$ cat src/rtl/hazard_pkg.sv
// Shared types for the hazard controller: forwarding select codes and FSM states.
package hazard_pkg;

  typedef logic [1:0] fwd_sel_t;

  localparam fwd_sel_t FWD_RF  = 2'b00;
  localparam fwd_sel_t FWD_WB  = 2'b01;
  localparam fwd_sel_t FWD_MEM = 2'b10;

  typedef enum logic {
    RUN,
    MC_BUSY
  } mc_state_t;

endpackage

$ cat src/rtl/forward_unit.sv
// Combinational forwarding select for one execute-stage source operand.
module forward_unit
  import hazard_pkg::*;
#(
  parameter int REG_W = 5
) (
  input  logic [REG_W-1:0] rs,
  input  logic [REG_W-1:0] rd_m,
  input  logic [REG_W-1:0] rd_w,
  input  logic             regwrite_m,
  input  logic             regwrite_w,
  output logic [1:0]       fwd_sel
);

  // Memory stage is checked last so that it wins over writeback.
  always_comb begin
    fwd_sel = FWD_RF;
    if (regwrite_w && (rd_w != '0) && (rd_w == rs)) fwd_sel = FWD_WB;
    if (regwrite_m && (rd_m != '0) && (rd_m == rs)) fwd_sel = FWD_MEM;
  end

endmodule

$ cat src/rtl/hazard_controller.sv
// Pipeline hazard scheduler: operand forwarding, load-use stall, branch flush
// and multi-cycle (div/rem) execute sequencing.
module hazard_controller
  import hazard_pkg::*;
#(
  parameter int MC_LAT = 32,
  parameter int REG_W  = 5
) (
  input  logic             clk,
  input  logic             rst_n,
  input  logic [REG_W-1:0] rs1_d,
  input  logic [REG_W-1:0] rs2_d,
  input  logic [REG_W-1:0] rs1_e,
  input  logic [REG_W-1:0] rs2_e,
  input  logic [REG_W-1:0] rd_e,
  input  logic [REG_W-1:0] rd_m,
  input  logic [REG_W-1:0] rd_w,
  input  logic             regwrite_m,
  input  logic             regwrite_w,
  input  logic             memtoreg_e,
  input  logic             mc_start_e,
  input  logic             branch_taken,
  output logic [1:0]       fwd_a_e,
  output logic [1:0]       fwd_b_e,
  output logic             stall_f,
  output logic             stall_d,
  output logic             stall_e,
  output logic             flush_d,
  output logic             flush_e,
  output logic             flush_m,
  output logic             mc_busy,
  output logic             mc_done
);

  localparam int CNT_W = $clog2(MC_LAT);

  mc_state_t        state_q, state_d;
  logic [CNT_W-1:0] mc_cnt_q, mc_cnt_d;
  logic [1:0]       fwd_a_raw, fwd_b_raw;
  logic             mc_stall, mc_last, load_use;

  forward_unit #(.REG_W(REG_W)) u_fwd_a (
    .rs         (rs1_e),
    .rd_m       (rd_m),
    .rd_w       (rd_w),
    .regwrite_m (regwrite_m),
    .regwrite_w (regwrite_w),
    .fwd_sel    (fwd_a_raw)
  );

  forward_unit #(.REG_W(REG_W)) u_fwd_b (
    .rs         (rs2_e),
    .rd_m       (rd_m),
    .rd_w       (rd_w),
    .regwrite_m (regwrite_m),
    .regwrite_w (regwrite_w),
    .fwd_sel    (fwd_b_raw)
  );

  always_ff @(posedge clk or negedge rst_n) begin
    if (!rst_n) begin
      state_q  <= RUN;
      mc_cnt_q <= '0;
    end else begin
      state_q  <= state_d;
      mc_cnt_q <= mc_cnt_d;
    end
  end

  always_comb begin
    state_d  = state_q;
    mc_cnt_d = mc_cnt_q;
    mc_stall = 1'b0;
    mc_last  = 1'b0;
    case (state_q)
      RUN: begin
        if (mc_start_e) begin
          mc_stall = 1'b1;
          mc_cnt_d = CNT_W'(MC_LAT - 2);
          state_d  = MC_BUSY;
        end
      end
      MC_BUSY: begin
        if (mc_cnt_q != '0) begin
          mc_stall = 1'b1;
          mc_cnt_d = mc_cnt_q - CNT_W'(1);
        end else begin
          mc_last = 1'b1;
          state_d = RUN;
        end
      end
      default: state_d = RUN;
    endcase
  end

  assign load_use = memtoreg_e && (rd_e != '0) && ((rd_e == rs1_d) || (rd_e == rs2_d));

  // Outputs are gated with rst_n so every output reads 0 while reset is held,
  // including the purely combinational forwarding and hazard paths.
  always_comb begin
    fwd_a_e = FWD_RF;
    fwd_b_e = FWD_RF;
    stall_f = 1'b0;
    stall_d = 1'b0;
    stall_e = 1'b0;
    flush_d = 1'b0;
    flush_e = 1'b0;
    flush_m = 1'b0;
    mc_busy = 1'b0;
    mc_done = 1'b0;
    if (rst_n) begin
      fwd_a_e = fwd_a_raw;
      fwd_b_e = fwd_b_raw;
      mc_busy = (state_q == MC_BUSY);
      mc_done = mc_last;
      if (mc_stall) begin
        stall_f = 1'b1;
        stall_d = 1'b1;
        stall_e = 1'b1;
        flush_m = 1'b1;
      end else if (branch_taken) begin
        flush_d = 1'b1;
        flush_e = 1'b1;
      end else if (load_use) begin
        stall_f = 1'b1;
        stall_d = 1'b1;
        flush_e = 1'b1;
      end
    end
  end

endmodule

$ cat config.mk
export PLATFORM = sky130hd
export DESIGN_NAME = hazard_controller
export DESIGN_NICKNAME = d
export VERILOG_FILES = /design/src/rtl/hazard_pkg.sv /design/src/rtl/forward_unit.sv /design/src/rtl/hazard_controller.sv
export SDC_FILE = /design/constraint.sdc
export NUM_CORES = 1
export LEC_CHECK = 0
export ABC_CLOCK_PERIOD_IN_PS = 3100
export CORE_MARGIN = 1
export CORE_UTILIZATION = 30
export DETAILED_ROUTE_END_ITERATION = 10
export PLACE_DENSITY = 0.71
export SLEW_MARGIN = 15
export SYNTH_ARGS = -nofsm -noshare
export SYNTH_HDL_FRONTEND = slang
export SYNTH_SLANG_ARGS = --single-unit
export TNS_END_PERCENT = 20
$ cat constraint.sdc
create_clock -name clk -period 3.1 [get_ports clk]
set_input_delay 0.93 -clock clk [delete_from_list [all_inputs] [get_ports clk]]
set_output_delay 0.93 -clock clk [all_outputs]
set_load 0.1 [all_outputs]
==> results.md <==
* Status: finished with violations
* Failing checks: negative setup slack
* GRT overflow at 0
* Worst-Margin Slew at 0.3822 ns
* Synth area leaders: xor2_1 (27%), dfrtp_1 (20%), xnor2_1 (6.9%)
* Die width at 52.48 um
* Slew headroom at 0.7452
* Asr flop ratio synth at 1.000
* Part of the cycle the worst path needs at 1.067
* Ys Warns at 0
* Starting Density at 0.3328
* Data arrival, critical path at 2.38 ns
* Sequential element share of the synthesized area at 0.1964
* Die ar. at 0.002754 mm2
* Fin nets at 211
* Unrepaired setup endpoints after global routing: true
* Placed Cells at 188
* Leakage at 0.7547 nW
* Initial antenna violation count at 0
* Area added between synthesis and finish at 123.9%
* Last element of the critical path: fwd_b_e[0]
* Clk_skew at 0.007277 ns
* Clock sinks at 6
* DP Wirelength at 2.056 mm
* Clock Latency Late Sink at 0.24 ns
* GRT Util Overall at 0.2083
* Post-synth cell types at 31
* Post-synth net total at 133
* Post-Synthesis Cell Area at 764.5 um2
* R2R Setup Slk at 1.15 ns
* Critical path class: in -> out
* Share of layout cells above drive strength 1 at 0.4639
* Final ANT Viol Nets at 0
* # IOs at 54
* Worst R2R Start: mc_cnt_q[0]
* Endpoints failing setup at 7
* Top achievable clock speed at 0.3024 GHz
* IO Port Bufs at 53
* Avg WL per Cell at 13.84 um
* Ant diodes at 0
* Die height at 52.48 um
* Total chip power at 0.8194 mW
* CTS tree: built
* Vias per Instance at 5.015
* Core box area at 0.002297 mm2
* TritonCTS Buffers at 3
* Post-synth EDFFs at 0
* Total wire length at 2.684 mm
* Synth Instances at 90
* Max Root-Sink Buffers at 2
* FF+latch count, synth at 6
* Power per cell area at 478.7 mW/mm2
* Crit. Startpoint: rd_m[3]
* Area leader, netlist: xor2_1
* Main synth FF type: dfrtp_1
* Worst EP required at 2.17 ns
* Final min period at 3.307 ns
* Post-synth top area share at 0.2750
* DR iter-0 viols at 7
* Worst hold slack at 0.5748 ns
* Avg Inst Size Synth at 8.494 um2
* Largest net degree at the start of global routing at 15
* Maximum VDD drop at 0.0004225 V
* Post-layout util at 0.7451
* CTS Hold Bufs at 0
* Root buffer cell: clkbuf_4
* Final worst slack at -0.2072 ns
* Worst-path maximum fanout at 2
* Vias in the first global route at 946
* Clk slew on worst S/H paths at 0.04 ns
* Max Cap Viol at 0
* Critical Path End Type: output pin
* Gp weighted congestion at 0.8160
* Worst min path class: reg -> reg
* Commonest non-fill, non-tap cells in the layout: xor2_1 (23), buf_4 (21), buf_12 (12)
* CP startpoint kind: input pin
* First-pass GRT wire length at 4.140 mm
* Fin. Hold Viols at 0
* DRC at 0
* Max Slew Vio Count at 0
* Worst r2r dst: mc_cnt_q[3]
* Routed vias at 973
* First drt pass iteration count at 4
* R2R depth at 8
* CTS H-Tree Depth at 1
* Count of non-filler cells in the finished layout at 194
* Commonest non-fill, non-tap cell in the layout: xor2_1
* FP Rows at 17
## area by class of cell
type	instances	area [um2]
Inverter	3	11.26
Timing Repair Buffer	76	765.7
Multi-Input combinational cell	78	726.9
Tap cell	28	35.03
Sequential cell	6	150.1
Fill cell	168	585.6
Clock buffer	3	22.52
## cell families (layout without fill, tap and decap cells)
kind of cell,after synthesis,in the layout,synth area share
and+or+nand+nor,34,34,0.2684
buffers and inverters,6,82,0.03927
adders and majority gates,1,1,0.01636
xor gates and xnor gates,30,30,0.3437
AOI/OAI and AO/OA,13,13,0.1359
DFF,6,6,0.1964
## worst max-delay path: stages
cell and delay, ns:
buf_8 0.10, or4_4 0.54, o21ai_4 0.20, nor4_4 0.06
buf_4 0.15, nor4_4 0.19, buf_12 0.22
## how the worst min path moves through the flow
stage          slack (ns)  cells past startpoint     endpoint         from
2_1_floorplan        0.54                      3  mc_cnt_q[0]  mc_cnt_q[0]
6_report             0.57                      2  mc_cnt_q[1]  mc_cnt_q[1]
4_1_cts              0.58                      2  mc_cnt_q[1]  mc_cnt_q[1]
5_1_grt              0.63                      1  mc_cnt_q[4]  mc_cnt_q[4]
3_3_place_gp         0.56                      1  mc_cnt_q[4]  mc_cnt_q[4]
3_5_place_dp         0.57                      2  mc_cnt_q[1]  mc_cnt_q[1]
## cells in the mapped netlist (all sizes together) (2+ instances only)
| library cell | instances |
|---|---|
| or4 | 5 |
| nand2 | 2 |
| inv | 3 |
| o21ai | 2 |
| nor4 | 5 |
| xnor2 | 6 |
| nor2 | 3 |
| and2 | 4 |
| xor2 | 24 |
| nor2b | 2 |
| nor3 | 4 |
| buf | 2 |
| o21bai | 2 |
| nand3 | 6 |
| dfrtp | 6 |
## where the power goes
| part | switching (mW) | internal, mW | total (mW) |
|---|---|---|---|
| registers | 0.0569 | 0.117 | 0.174 |
| clock network | 0.0275 | 0.0438 | 0.0713 |
| logic | 0.321 | 0.253 | 0.574 |
## repair_timing
item | 4_1_cts | 5_1_grt
resized for setup | 72 | 22
endpoints found under the setup margin | 11 | 10
setup buffers | 2 | 1
pin swaps | 16 | 14
## layer usage
layer / track usage / vias to the layer above / part of all wire
li1: - / 474 / -
met1: 0.1993 / 436 / 0.37
met2: 0.4156 / 61 / 0.53
met3: 0.04348 / 2 / 0.092
met4: 0.08772 / 0 / 0.010
met5: 0 / - / 0
## metrics by stage
stage | setup slack [ns] | setup TNS [ns] | area [um2]
CTS | -0.3088 | -1.063 | 1725
floorplan | -0.5554 | -3.292 | 815.8
detailed placement | -0.5809 | -3.608 | 1633
global route | -0.2523 | -1.120 | 1712
global placement | -0.5633 | -3.308 | 1633
finish | -0.2072 | -0.7563 | 1712
## state kept, by name (all words and copies together) (netlist names)
signal    cells
state_q       1
mc_cnt_q      5
Note: power is estimated with default switching activity, not from simulation.
